File: src/rtl/mem_port_pkg.sv
// Shared constants and types for the memory port controller.
// The CLEAR state is only used when MEM_PORT_CTRL_CLEAR_EN is defined.
package mem_port_pkg;

  localparam int AW_DEF         = 4;
  localparam int DW_DEF         = 8;
  localparam int RSP_FIFO_DEPTH = 2;
  localparam int RSP_CNT_W      = $clog2(RSP_FIFO_DEPTH + 1);

  typedef enum logic {
    CLEAR = 1'b0,
    RUN   = 1'b1
  } state_e;

endpackage

File: src/rtl/mem_port_rsp_fifo.sv
// Two-entry read-response FIFO with show-ahead head output.
// The controller's credit scheme guarantees it is never pushed while full.
module mem_port_rsp_fifo
  import mem_port_pkg::*;
#(
  parameter int DW = DW_DEF
) (
  input  logic                 clk,
  input  logic                 rst,
  input  logic                 push,
  input  logic [DW-1:0]        push_dat,
  input  logic                 pop,
  output logic                 not_empty,
  output logic [RSP_CNT_W-1:0] count,
  output logic [DW-1:0]        head_dat
);

  localparam int PW = (RSP_FIFO_DEPTH > 1) ? $clog2(RSP_FIFO_DEPTH) : 1;

  logic [DW-1:0]        data_q [RSP_FIFO_DEPTH];
  logic [PW-1:0]        wr_ptr_q, wr_ptr_d;
  logic [PW-1:0]        rd_ptr_q, rd_ptr_d;
  logic [RSP_CNT_W-1:0] count_q, count_d;
  logic                 do_push, do_pop, full;

  function automatic logic [PW-1:0] next_ptr(input logic [PW-1:0] p);
    return (p == PW'(RSP_FIFO_DEPTH - 1)) ? '0 : p + 1'b1;
  endfunction

  always_comb begin
    do_pop   = pop && (count_q != '0);
    do_push  = push;
    wr_ptr_d = wr_ptr_q;
    rd_ptr_d = rd_ptr_q;
    count_d  = count_q;
    if (do_push) wr_ptr_d = next_ptr(wr_ptr_q);
    if (do_pop)  rd_ptr_d = next_ptr(rd_ptr_q);
    case ({do_push, do_pop})
      2'b10:   count_d = count_q + 1'b1;
      2'b01:   count_d = count_q - 1'b1;
      default: count_d = count_q;
    endcase
  end

  always_ff @(posedge clk or negedge rst) begin
    if (!rst) begin
      wr_ptr_q <= '0;
      rd_ptr_q <= '0;
      count_q  <= '0;
    end else begin
      wr_ptr_q <= wr_ptr_d;
      rd_ptr_q <= rd_ptr_d;
      count_q  <= count_d;
    end
  end

  // Payload storage carries no reset; validity is tracked by count_q alone.
  always_ff @(posedge clk) begin
    if (do_push) data_q[wr_ptr_q] <= push_dat;
  end

  assign full      = (count_q == RSP_CNT_W'(RSP_FIFO_DEPTH));
  assign not_empty = (count_q != '0);
  assign count     = count_q;
  assign head_dat  = data_q[rd_ptr_q];

  a_no_push_when_full: assert property (@(posedge clk) disable iff (!rst) !(push && full));

endmodule

File: src/rtl/mem_port_ctrl.sv
// Single-port memory front end: combinational request path, 2-cycle read
// latency, credit-limited 2-entry response FIFO. Optional MEM_PORT_CTRL_CLEAR_EN.
module mem_port_ctrl
  import mem_port_pkg::*;
#(
  parameter int AW = AW_DEF,
  parameter int DW = DW_DEF
) (
  input  logic          clk,
  input  logic          rst,
  input  logic          req_valid,
  output logic          req_ready,
  input  logic          req_we,
  input  logic [AW-1:0] req_adr,
  input  logic [DW-1:0] req_dat,
  output logic          rsp_valid,
  input  logic          rsp_ready,
  output logic [DW-1:0] rsp_dat,
  output logic [AW-1:0] mem_adr,
  output logic          mem_we,
  output logic [DW-1:0] mem_dat_w,
  input  logic [DW-1:0] mem_dat_r,
  output logic          busy
);

  localparam logic [RSP_CNT_W:0] CREDITS = (RSP_CNT_W + 1)'(RSP_FIFO_DEPTH);

  logic                 clearing, in_run;
  logic                 inflight_q, inflight_d;
  logic                 fifo_pop;
  logic [RSP_CNT_W-1:0] fifo_count;
  logic [RSP_CNT_W:0]   occupancy;
  logic                 credit_ok, accept;

`ifdef MEM_PORT_CTRL_CLEAR_EN
  state_e        state_q, state_d;
  logic [AW-1:0] clr_cnt_q, clr_cnt_d;

  always_ff @(posedge clk or negedge rst) begin
    if (!rst) begin
      state_q   <= CLEAR;
      clr_cnt_q <= '0;
    end else begin
      state_q   <= state_d;
      clr_cnt_q <= clr_cnt_d;
    end
  end

  // The counter wraps back to 0 on the last clear cycle, ready for the next reset.
  always_comb begin
    state_d   = state_q;
    clr_cnt_d = clr_cnt_q;
    if (state_q == CLEAR) begin
      clr_cnt_d = clr_cnt_q + 1'b1;
      if (clr_cnt_q == '1) state_d = RUN;
    end
  end

  assign clearing = (state_q == CLEAR);
`else
  assign clearing = 1'b0;
`endif

  assign in_run = rst && !clearing;
  assign busy   = clearing;

  // A response leaving this cycle frees its slot for a read accepted this cycle.
  always_comb begin
    fifo_pop   = rsp_valid && rsp_ready;
    occupancy  = {1'b0, fifo_count} + (RSP_CNT_W + 1)'(inflight_q)
               - (RSP_CNT_W + 1)'(fifo_pop);
    credit_ok  = (occupancy < CREDITS);
    req_ready  = in_run && (req_we || credit_ok);
    accept     = req_valid && req_ready;
    inflight_d = accept && !req_we;
    mem_adr    = req_adr;
    mem_dat_w  = req_dat;
    mem_we     = accept && req_we;
`ifdef MEM_PORT_CTRL_CLEAR_EN
    if (clearing) begin
      mem_adr   = clr_cnt_q;
      mem_dat_w = '0;
      mem_we    = rst;
    end
`endif
  end

  always_ff @(posedge clk or negedge rst) begin
    if (!rst) inflight_q <= 1'b0;
    else      inflight_q <= inflight_d;
  end

  mem_port_rsp_fifo #(
    .DW (DW)
  ) u_rsp_fifo (
    .clk       (clk),
    .rst       (rst),
    .push      (inflight_q),
    .push_dat  (mem_dat_r),
    .pop       (fifo_pop),
    .not_empty (rsp_valid),
    .count     (fifo_count),
    .head_dat  (rsp_dat)
  );

endmodule

File: config.mk
export PLATFORM = sky130hd
export DESIGN_NAME = mem_port_ctrl
export DESIGN_NICKNAME = d
export VERILOG_FILES = /design/src/rtl/mem_port_pkg.sv /design/src/rtl/mem_port_rsp_fifo.sv /design/src/rtl/mem_port_ctrl.sv
export SDC_FILE = /design/constraint.sdc
export NUM_CORES = 1
export LEC_CHECK = 0
export BUFFER_PORTS_ARGS = -buffer_cell sky130_fd_sc_hd__buf_2
export CAP_MARGIN = 10
export CORE_ASPECT_RATIO = 1.5
export CORE_MARGIN = 2
export CORE_UTILIZATION = 44
export CTS_BUF_LIST = sky130_fd_sc_hd__clkbuf_8 sky130_fd_sc_hd__clkbuf_16
export DETAILED_ROUTE_END_ITERATION = 8
export GPL_ROUTABILITY_DRIVEN = 0
export PLACE_DENSITY = 0.78
export SLEW_MARGIN = 20
export SYNTH_ARGS = -nofsm -noshare
export SYNTH_HDL_FRONTEND = slang
export SYNTH_SLANG_ARGS = --single-unit
File: constraint.sdc
create_clock -name clk -period 2.4 [get_ports clk]
set_input_delay 0.24 -clock clk [delete_from_list [all_inputs] [get_ports clk]]
set_output_delay 0.24 -clock clk [all_outputs]
set_load 0.1 [all_outputs]
==> results of run 1 <==
==> stage by stage <==
| step | instances | worst slack [ps] | util |
|---|---|---|---|
| after detailed placement | 100 | 67.54 | 0.5299 |
| after global placement | 100 | 100.1 | 0.5299 |
| after CTS | 109 | -144.3 | 0.5713 |
| after global routing | 109 | -225.6 | 0.5713 |
| after floorplan | 67 | -329.3 | - |
| final | 109 | -153.3 | 0.5713 |
==> layout make-up <==
cell class	instances	area [µm²]	share of cell area
clock inverters	1	3.754	0.003202
well taps	22	27.53	0.02348
repair buffers	30	185.2	0.1580
multi-input cells	30	300.3	0.2561
inverters	2	7.507	0.006403
clock buffers	3	41.29	0.03522
flip-flops and latches	21	606.8	0.5176
==> Yosys cell counts, drive strengths merged <==
master / n / area share
a21oi: 1 / 0.0051
nor2: 2 / 0.0077
buf: 14 / 0.11
conb: 1 / 0.0038
nor3: 1 / 0.0051
and2: 2 / 0.015
ha: 2 / 0.026
xnor2: 3 / 0.027
or2: 1 / 0.0090
and3: 1 / 0.0064
nor2b: 1 / 0.0064
xor2: 3 / 0.027
fa: 1 / 0.021
dfrtp: 5 / 0.13
nand2: 2 / 0.0077
edfxtp: 16 / 0.49
nand2b: 1 / 0.0064
inv: 2 / 0.0077
mux2: 8 / 0.092
==> path summary, 6_finish.rpt <==
kind	startpoint	to	slack, ps	cells after the start
setup / recovery	u_rsp_fifo.count[1]	req_ready	-150	9
hold / removal	mem_dat_r[4]	u_rsp_fifo.data_q[0][4]	180	1
setup reg to reg	u_rsp_fifo.count[1]	inflight_q	310	9
hold reg to reg	u_rsp_fifo.wr_ptr_q	u_rsp_fifo.wr_ptr_q	490	1
max in group asynchronous	rst	u_rsp_fifo.count[1]	1770	2
min in group asynchronous	rst	u_rsp_fifo.count[0]	420	2
==> cell families (layout without fill, tap and decap cells) <==
kind of cell,after synthesis,in the layout,share of synthesized area
multiplexers,8,8,0.09243
flip-flops,21,21,0.6213
AND/OR/NAND/NOR,11,11,0.06421
buffers and inverters,16,36,0.1130
adder cells (fa/ha/maj),3,3,0.04621
XOR/XNOR,6,6,0.05393
other,1,1,0.003847
AO/OA/AOI/OAI,1,1,0.005130
==> worst max-delay path: cells and delay by family, from the launching register on <==
kind | cells | cell delay [ps]
and+or+nand+nor | 4 | 660
adders and majority gates | 2 | 550
DFF | 1 | 400
buffers and inverters | 1 | 180
xor gates and xnor gates | 1 | 170
AOI/OAI and AO/OA | 1 | 100
==> layout by cell type, fill, tap and decap left out, types with 3 or more instances in the layout <==
master and n:
buf_2 22, edfxtp_1 16, mux2_2 8, buf_4 6, dfrtp_1 4, inv_1 3
xor2_1 3, clkbuf_8 3
==> sequential cells by signal, indices dropped and copies added (netlist names) <==
register,flops
u_rsp_fifo.wr_ptr_q,1
u_rsp_fifo.count,2
u_rsp_fifo.data_q,16
inflight_q,1
u_rsp_fifo.rd_ptr_q,1
==> layer usage <==
| metal | vias to the layer above | track usage | part of all wire |
|---|---|---|---|
| li1 | 255 | - | - |
| met1 | 253 | 0.1195 | 0.36 |
| met2 | 21 | 0.2527 | 0.58 |
| met3 | 0 | 0.04106 | 0.063 |
| met4 | 0 | 0.04018 | 0 |
| met5 | - | 0 | 0 |
==> power groups by stage <==
stage               combinational, mW  sequential (mW)  clock (mW)
global placement                0.876            0.511           0
CTS                             0.961            0.507       0.218
finish                          0.964            0.505       0.215
floorplan                       0.849            0.497           0
detailed placement              0.888            0.514           0
global route                     1.01            0.515       0.234
==> timing repair <==
| action | CTS | global route |
|---|---|---|
| hold buffers | 1 | 0 |
| endpoints found under the hold margin | 5 | 0 |
| setup endpoints to repair | 1 | 1 |
| pin swaps | 3 | 0 |
| setup buffers | 4 | 0 |
==> summary.txt, run 1 <==
Power
  • Max rail drop VDD: 0.0007766 V
  • Power consumption: 1.684 mW
  • Power density cells: 1436 mW/mm²
  • Leakage: 0.4903 nW
  • Switching pwr: 0.7795 mW
  • Net switching fraction of the power: 0.4629
  • Sequential share of power: 0.300
  • Internal power component: 0.9044 mW
  • Clock share of power: 0.128
  • Combinational group share of total power: 0.572

Critical path
  • Maximum fanout encountered on the critical timing path: 2
  • Arrival time reported for the critical path endpoint: 2310 ps
  • Category of the worst setup path capture point: output pin
  • Critical-path cell with the highest stage delay: dfrtp_2
  • Max stage delay on crit path: 400 ps
  • Critical path start-end classification: reg -> out
  • Sort of element at the start of the critical path: register
  • Required @ worst endpoint: 2160 ps
  • Ordered list of cells on the worst path: or2_4, and2_4, ha_4, nand2b_4, fa_2, xnor2_2, a21oi_2, nor2b_4, buf_12

Hold path
  • Worst min-delay path category: in -> reg

Outcome
  • Failing checks: negative setup slack
  • Status: complete, but fails checks

Die
  • Placeable Area: 0.002052 mm²
  • Die boundary width: 42.43 µm
  • Num ports: 49
  • Initial core utilization: 0.4750
  • Y dimension of the die: 61.65 µm
  • Die area: 0.002616 mm²
  • Number of placement rows: 20

Placed design
  • Placed cell area: 0.001087 mm²
  • Half-perimeter wire length of the detailed placement result: 1096 µm
  • Count of input and output buffers: 23

STA
  • Final-layout worst hold slack: 176.9 ps
  • Number of max-slew violations in the final report: 0
  • Post-route fraction of the period consumed by the critical path: 1.064
  • Slew at the pin with the worst max-slew slack: 718.2 ps
  • Max Clock Skew: 3.138 ps
  • Unrepaired setup endpoints after global routing: true
  • Setup Viol. Count Final: 1
  • Worst-case headroom to the max-slew limit: 0.5195
  • Number of hold violations in the final report: 0
  • Post-Route Setup TNS: -153.3 ps
  • Min Clock Period, post-route: 2553 ps
  • Smallest setup slack after layout: -153.3 ps
  • Peak clock frequency supported by timing: 0.3917 GHz

CTS
  • H-tree Lvls: 1
  • Post-cts sizing count: 0
  • Clock tree from TritonCTS: done
  • Cts bufs inserted: 3
  • Buffer levels on the longest clock path: 2
  • Reg clk slew, reported paths: 70 ps
  • CTS sink count: 21
  • Clock latency on the worst-skew pair: 250 ps
  • CTS root buf: clkbuf_8

Yosys
  • Number of distinct library cell variants in the gate-level netlist after synthesis: 21
  • Syn Area/Cell: 14.55 µm²
  • Flip-flop and latch count after synthesis: 21
  • Count of synthesis-stage warnings from yosys: 0
  • Sequential element share of the synthesized area: 0.6213
  • Post-synthesis instance area: 974.7 µm²
  • Post-Syn Instances: 67
  • Post-synthesis net count: 95

Route
  • Per-cell routed wire length: 13.90 µm
  • Via/cell ratio: 4.853
  • Vias post-DR: 529
  • DRC viols: 0
  • Remaining antenna violation count: 0
  • Final WL: 1515 µm
  • Drt pass-1 iters: 2
  • 1st-iter DRT viols: 2

GRT
  • Antenna violations before repair: 0
  • Vias in the first global route: 577
  • Wire length of the first global-routing pass: 2394 µm
  • Sum of overflow across all layers after global routing: 0
  • Largest net degree at the start of global routing: 12
  • Overall routing resource usage: 0.1259

Layout
  • Final-layout fill cell count: 183
  • Layout cells sized above 1: 0.5632
  • Count of antenna diodes in the layout: 0
  • Layout Nets: 116
  • Post-Layout Inst Area: 0.001172 mm²
  • P&R area growth vs syn: 20.28%

Flow run
  • Number of max-cap violations: 0
Note: power is estimated with default switching activity, not from simulation.
==> inputs of run 2 (changes only) <==
--- a/config.mk
+++ b/config.mk
@@ -8,7 +8,7 @@
 export BUFFER_PORTS_ARGS = -buffer_cell sky130_fd_sc_hd__buf_2
 export CAP_MARGIN = 10
 export CORE_ASPECT_RATIO = 1.5
-export CORE_MARGIN = 2
+export CORE_MARGIN = 5
 export CORE_UTILIZATION = 44
 export CTS_BUF_LIST = sky130_fd_sc_hd__clkbuf_8 sky130_fd_sc_hd__clkbuf_16
 export DETAILED_ROUTE_END_ITERATION = 8
==> run 2 against run 1 <==
Compared with the run above: global-route usage decreased by 2.3 points; sequential cell count stayed put; wire length rose by 3.1%; sequential power hardly changed; non-clock buffer count is the same; largest cell class unchanged; cell count increased by 0.92%; total power is 0.21% lower; clock skew down 1.8 ps; fmax fell by 1.3%; core utilization shrank 3.3 points; the run still ends with negative setup slack left; clock power hardly changed; largest power group unchanged; die area is 25% higher.
==> summary.txt, run 2 (synthesis results as in run 1) <==
Outcome
  • Status: complete, but fails checks (unchanged)
  • Failing checks: negative setup slack (unchanged)

CTS
  • Clock tree from TritonCTS: done (unchanged)
  • Post-cts sizing count: 0 (unchanged)
  • Reg clk slew, reported paths: 70 ps (about the same)
  • H-tree Lvls: 1 (unchanged)
  • Clock latency on the worst-skew pair: 250 ps (about the same)
  • Cts bufs inserted: 3 (unchanged)
  • Buffer levels on the longest clock path: 2 (unchanged)
  • CTS sink count: 21 (unchanged)
  • CTS root buf: clkbuf_8 (unchanged)

STA
  • Number of max-slew violations in the final report: 0 (unchanged)
  • Worst-case headroom to the max-slew limit: 0.5641 (was 0.5195)
  • Post-route fraction of the period consumed by the critical path: 1.078 (was 1.064)
  • Max Clock Skew: 1.376 ps (was 3.138 ps)
  • Setup Viol. Count Final: 1 (unchanged)
  • Final-layout worst hold slack: 176.9 ps (about the same)
  • Peak clock frequency supported by timing: 0.3865 GHz (was 0.3917 GHz)
  • Slew at the pin with the worst max-slew slack: 651.4 ps (was 718.2 ps)
  • Unrepaired setup endpoints after global routing: true (unchanged)
  • Number of hold violations in the final report: 0 (unchanged)
  • Smallest setup slack after layout: -187.3 ps (was -153.3 ps)
  • Min Clock Period, post-route: 2587 ps (was 2553 ps)
  • Post-Route Setup TNS: -187.3 ps (was -153.3 ps)

Critical path
  • Ordered list of cells on the worst path: or2_4, and2_4, ha_4, nand2b_4, fa_2, xnor2_2, a21oi_2, nor2b_4, buf_12 (unchanged)
  • Critical-path cell with the highest stage delay: dfrtp_2 (unchanged)
  • Worst reg2reg path depth: 10 (was 9)
  • Critical path start-end classification: reg -> out (unchanged)
  • Stages on the worst setup path: 9 (unchanged)
  • Buf/Inv on CP: 1 (unchanged)
  • Sort of element at the start of the critical path: register (unchanged)
  • Category of the worst setup path capture point: output pin (unchanged)
  • Maximum fanout encountered on the critical timing path: 2 (unchanged)
  • Arrival time reported for the critical path endpoint: 2350 ps (was 2310 ps)
  • Required @ worst endpoint: 2160 ps (about the same)
  • Critical path's top delay family: simple AND/OR/NAND/NOR gates (unchanged)
  • Max stage delay on crit path: 400 ps (about the same)

Route
  • Vias post-DR: 549 (was 529)
  • Final WL: 1562 µm (was 1515 µm)
  • Per-cell routed wire length: 14.20 µm (was 13.90 µm)
  • DRC viols: 0 (unchanged)
  • Via/cell ratio: 4.991 (was 4.853)
  • 1st-iter DRT viols: 5 (was 2)
  • Remaining antenna violation count: 0 (unchanged)
  • Drt pass-1 iters: 2 (unchanged)

Die
  • Die area: 0.003276 mm² (was 0.002616 mm²)
  • Placeable Area: 0.002181 mm² (was 0.002052 mm²)
  • Num ports: 49 (unchanged)
  • Die boundary width: 48.43 µm (was 42.43 µm)
  • Y dimension of the die: 67.65 µm (was 61.65 µm)
  • Initial core utilization: 0.4469 (was 0.4750)
  • Number of placement rows: 21 (was 20)

GRT
  • Vias in the first global route: 601 (was 577)
  • Sum of overflow across all layers after global routing: 0 (unchanged)
  • Overall routing resource usage: 0.1026 (was 0.1259)
  • Antenna violations before repair: 0 (unchanged)
  • Largest net degree at the start of global routing: 12 (unchanged)
  • Wire length of the first global-routing pass: 2628 µm (was 2394 µm)

Placed design
  • Count of input and output buffers: 23 (unchanged)
  • Half-perimeter wire length of the detailed placement result: 1233 µm (was 1096 µm)

Hold path
  • Worst min-delay path category: in -> reg (unchanged)
  • Hold path cells: 1 (unchanged)

Layout
  • Largest register FFs: 16 (unchanged)
  • Count of antenna diodes in the layout: 0 (unchanged)
  • Most common cell after layout, fill and taps aside: buf_2 (unchanged)
  • Register with the highest flop count: u_rsp_fifo.data_q (unchanged)
  • Layout Nets: 116 (unchanged)
  • Layout cells sized above 1: 0.5632 (unchanged)
  • Commonest cells after routing, fill and taps aside: 22 x buf_2, 16 x edfxtp_1, 8 x mux2_2 (unchanged)
  • P&R area growth vs syn: 20.41% (was 20.28%)

Power
  • Leakage: 0.4902 nW (was 0.4903 nW)
  • Max rail drop VDD: 0.0007788 V (was 0.0007766 V)
  • Power density cells: 1432 mW/mm² (was 1436 mW/mm²)

Flow run
  • Number of max-cap violations: 0 (unchanged)
[run 2: cell counts in the layout (fill, tap and decap cells not counted)]
Identical to the previous run, type by type.
[run 2: worst paths after layout]
kind,start,endpoint,slack (ps)
worst max-delay path,u_rsp_fifo.count[1],req_ready,-190
worst min-delay path,mem_dat_r[7],u_rsp_fifo.data_q[0][7],180
worst max register to register,u_rsp_fifo.count[1],inflight_q,200
worst min register to register,u_rsp_fifo.wr_ptr_q,u_rsp_fifo.wr_ptr_q,480
max in group asynchronous,rst,u_rsp_fifo.count[1],1750
min in group asynchronous,rst,u_rsp_fifo.rd_ptr_q,430
[run 2: final cells by class]
class | count | area [µm²]
clock buffer | 3 | 41.29
clock inverter | 1 | 3.754
fill | 182 | 1007
inverter | 2 | 7.507
multi-input combinational | 30 | 300.3
sequential | 21 | 606.8
tap | 23 | 28.78
timing repair buffer | 30 | 185.2
[run 2: metrics by stage]
stage          cell area (µm²)  instances    util  total power, mW  setup WS, ps
2_1_floorplan             1017         67       -            1.347        -329.3
3_3_place_gp              1089        101  0.4991            1.388         98.54
3_5_place_dp              1089        101  0.4991            1.398         57.11
4_1_cts                   1166        109  0.5347            1.667        -171.2
5_1_grt                   1174        110  0.5382            1.769        -272.9
6_report                  1174        110  0.5382            1.680        -187.3
[run 2: power breakdown]
part	total, mW	internal, mW	switching (mW)
Combinational	0.964	0.345	0.619
Sequential	0.503	0.451	0.0519
Clock	0.213	0.114	0.0992
[run 2: timing repair]
action | 4_1_cts | 5_1_grt
buffers inserted | 3 | 1
endpoints found under the setup margin | 1 | 1
hold buffers | 1 | 0
gates cloned | 0 | 0
pin swaps | 3 | 2
endpoints found under the hold margin | 5 | 0
[run 2: metal layers]
metal  up-vias  GRT usage  share of wire  wire [µm]
li1        254          -              -          -
met1       268    0.09859           0.36        561
met2        25     0.1895           0.53        835
met3         2    0.04415          0.095        149
met4         0    0.04152         0.0096         15
met5         -          0              0          0
==> inputs of run 3 (changes only) <==
--- a/config.mk
+++ b/config.mk
@@ -9,11 +9,11 @@
 export CAP_MARGIN = 10
 export CORE_ASPECT_RATIO = 1.5
 export CORE_MARGIN = 5
-export CORE_UTILIZATION = 44
+export CORE_UTILIZATION = 40
 export CTS_BUF_LIST = sky130_fd_sc_hd__clkbuf_8 sky130_fd_sc_hd__clkbuf_16
 export DETAILED_ROUTE_END_ITERATION = 8
 export GPL_ROUTABILITY_DRIVEN = 0
-export PLACE_DENSITY = 0.78
+export PLACE_DENSITY = 0.74
 export SLEW_MARGIN = 20
 export SYNTH_ARGS = -nofsm -noshare
 export SYNTH_HDL_FRONTEND = slang
==> constraint.sdc (replaced) <==
create_clock -name clk -period 2.25 [get_ports clk]
set_input_delay 0.225 -clock clk [delete_from_list [all_inputs] [get_ports clk]]
set_output_delay 0.225 -clock clk [all_outputs]
set_load 0.1 [all_outputs]
==> run 3 against run 2 <==
Compared with the run above: clock skew is 4.3 ps higher; critical endpoint unchanged; via count is 7.3% lower; worst setup slack lost 110 ps; clock-buffer cell count did not move; wire length fell by 1.2%; sequential cell count unchanged; the run still ends with negative setup slack left; largest power group unchanged; combinational power shrank 1%.
==> summary.txt, run 3 (synthesis results as in run 1) <==
Layout
  • Final-layout fill cell count: 226 (was 182)
  • P&R area growth vs syn: 18.36% (was 20.41%)
  • FF/Latch Area: 606.8 µm² (unchanged)
  • Number of standard cells in the layout, taps in and fillers out: 108 (was 110)
  • Commonest cells after routing, fill and taps aside: 22 x buf_2, 16 x edfxtp_1, 8 x mux2_2 (unchanged)
  • Most common cell after layout, fill and taps aside: buf_2 (unchanged)
  • Layout Nets: 113 (was 116)
  • Post-Route Utilization: 0.4817 (was 0.5382)
  • Largest register FFs: 16 (unchanged)
  • Area of combinational cells with multiple inputs: 300.3 µm² (unchanged)
  • Register with the highest flop count: u_rsp_fifo.data_q (unchanged)
  • Count of antenna diodes in the layout: 0 (unchanged)
  • Layout cells sized above 1: 0.5595 (was 0.5632)

Route
  • 1st-iter DRT viols: 6 (was 5)
  • Final WL: 1544 µm (was 1562 µm)
  • Remaining antenna violation count: 0 (unchanged)
  • Vias post-DR: 509 (was 549)
  • Per-cell routed wire length: 14.30 µm (was 14.20 µm)
  • Drt pass-1 iters: 3 (was 2)
  • Via/cell ratio: 4.713 (was 4.991)
  • DRC viols: 0 (unchanged)

Die
  • Number of placement rows: 22 (was 21)
  • Y dimension of the die: 70.46 µm (was 67.65 µm)
  • Die boundary width: 50.31 µm (was 48.43 µm)
  • Num ports: 49 (unchanged)
  • Placeable Area: 0.002395 mm² (was 0.002181 mm²)
  • Die area: 0.003544 mm² (was 0.003276 mm²)
  • Initial core utilization: 0.4070 (was 0.4469)

Critical path
  • Sort of element at the start of the critical path: register (unchanged)
  • Required @ worst endpoint: 2030 ps (was 2160 ps)
  • Start of the worst register-to-register path: u_rsp_fifo.count[1] (unchanged)
  • Register-to-Register Setup Slack: 280 ps (was 200 ps)
  • Capture instance of the worst register-to-register path: inflight_q (unchanged)
  • Critical-path cell with the highest stage delay: dfrtp_2 (unchanged)
  • Critical path's top delay family: simple AND/OR/NAND/NOR gates (unchanged)
  • Worst reg2reg path depth: 8 (was 10)
  • Critical path start-end classification: reg -> out (unchanged)
  • Arrival time reported for the critical path endpoint: 2320 ps (was 2350 ps)
  • Ordered list of cells on the worst path: or2_4, and2_4, ha_4, nand2b_4, fa_2, xnor2_2, a21oi_2, nor2b_4, buf_12 (unchanged)
  • Buf/Inv on CP: 1 (unchanged)
  • Maximum fanout encountered on the critical timing path: 2 (unchanged)
  • Category of the worst setup path capture point: output pin (unchanged)
  • Max stage delay on crit path: 410 ps (was 400 ps)

GRT
  • Wire length of the first global-routing pass: 2635 µm (was 2628 µm)
  • Antenna violations before repair: 0 (unchanged)
  • Largest net degree at the start of global routing: 13 (was 12)
  • Sum of overflow across all layers after global routing: 0 (unchanged)
  • Vias in the first global route: 575 (was 601)
  • Overall routing resource usage: 0.09682 (was 0.1026)

STA
  • Setup Viol. Count Final: 1 (unchanged)
  • Number of max-slew violations in the final report: 0 (unchanged)
  • Unrepaired setup endpoints after global routing: true (unchanged)
  • Min Clock Period, post-route: 2548 ps
  • Worst-case headroom to the max-slew limit: 0.5499 (was 0.5641)
  • Post-Route Setup TNS: -298.3 ps (was -187.3 ps)
  • Number of hold violations in the final report: 0 (unchanged)
  • Smallest setup slack after layout: -298.3 ps (was -187.3 ps)
  • Post-route fraction of the period consumed by the critical path: 1.133
  • Peak clock frequency supported by timing: 0.3924 GHz
  • Max Clock Skew: 5.723 ps (was 1.376 ps)
  • Slew at the pin with the worst max-slew slack: 672.7 ps (was 651.4 ps)

Placed design
  • Half-perimeter wire length of the detailed placement result: 1201 µm (was 1233 µm)
  • Placed cell count: 103 (was 101)
  • Count of input and output buffers: 23 (unchanged)

Power
  • Power density cells: 1498 mW/mm² (was 1432 mW/mm²)
  • Net switching fraction of the power: 0.4738 (was 0.4585)
  • Clock share of power: 0.138 (was 0.127)
  • Combinational group share of total power: 0.550 (was 0.574)
  • Max rail drop VDD: 0.0009769 V (was 0.0007788 V)
  • Switching pwr: 0.8187 mW (was 0.7705 mW)
  • Power consumption: 1.728 mW (was 1.680 mW)
  • Leakage: 0.4744 nW (was 0.4902 nW)
  • Internal power component: 0.9094 mW (was 0.9099 mW)
  • Sequential share of power: 0.312 (was 0.299)

CTS
  • CTS sink count: 21 (unchanged)
  • Reg clk slew, reported paths: 80 ps (was 70 ps)
  • Post-cts sizing count: 0 (unchanged)
  • Cts bufs inserted: 3 (unchanged)
  • Clock latency on the worst-skew pair: 250 ps (about the same)
  • Buffer count from post-CTS setup fixing: 0 (was 3)
  • Clock tree from TritonCTS: done (unchanged)
  • CTS root buf: clkbuf_8 (unchanged)
  • Buffer levels on the longest clock path: 2 (unchanged)
  • H-tree Lvls: 1 (unchanged)

Hold path
  • Hold path cells: 1 (unchanged)
  • Hold path start: mem_dat_r[6] (was mem_dat_r[7])
  • Worst min-delay path category: in -> reg (unchanged)
  • Terminating pin of the worst hold path: u_rsp_fifo.data_q[1][6] (was u_rsp_fifo.data_q[0][7])

Outcome
  • Failing checks: negative setup slack (unchanged)
  • Status: complete, but fails checks (unchanged)

Flow run
  • Number of max-cap violations: 0 (unchanged)
==> run 3: changes by cell type in the layout (fill, tap and decap cells not counted), sizes merged <==
cell    before  now
buf         29   26
clkinv       0    1
inv          3    2
==> run 3: power groups by stage <==
stage	Sequential [mW]	Clock (mW)	Combinational (mW)
final	0.538	0.239	0.951
after global routing	0.551	0.260	1.00
after CTS	0.540	0.243	0.965
after detailed placement	0.548	0	0.959
after global placement	0.544	0	0.945
after floorplan	0.530	0	0.906
==> run 3: repair_timing <==
action	4_1_cts	5_1_grt
setup endpoints to repair	1	1
hold buffers	1	0
endpoints found under the hold margin	5	0
pin swaps	3	0
==> run 3: how the worst max path moves through the flow <==
stage                             start   endpoint  slack, ps  cells after the start
finish              u_rsp_fifo.count[1]  req_ready       -300                      9
global route        u_rsp_fifo.count[1]  req_ready       -380                      9
CTS                 u_rsp_fifo.count[1]  req_ready       -310                      9
detailed placement  u_rsp_fifo.count[1]  req_ready        -70                      9
global placement    u_rsp_fifo.count[1]  req_ready        -30                      9
floorplan           u_rsp_fifo.count[1]  req_ready       -460                      8
==> run 3: final cells by class <==
cell class | count | share of cell area
flip-flops and latches | 21 | 0.5260
clock buffers | 3 | 0.03579
well taps | 24 | 0.02603
clock inverters | 1 | 0.004338
inverters | 2 | 0.006508
repair buffers | 27 | 0.1410
multi-input cells | 30 | 0.2603
==> run 3: metal layers <==
| layer | up-vias | track usage | share of wire |
|---|---|---|---|
| met3 | 4 | 0.02559 | 0.075 |
| met1 | 243 | 0.1099 | 0.38 |
| met2 | 16 | 0.1594 | 0.52 |
| li1 | 246 | - | - |
| met5 | - | 0 | 0 |
| met4 | 0 | 0.05398 | 0.019 |
==> run 3: stage by stage <==
step | cell area, µm² | hold slack [ps] | setup slack (ps)
finish | 1154 | 156.7 | -298.3
global route | 1154 | 153.1 | -383.7
CTS | 1154 | 155.1 | -310.9
detailed placement | 1097 | 68.46 | -70.82
global placement | 1097 | 64.06 | -26.82
floorplan | 1017 | -70.59 | -464.3
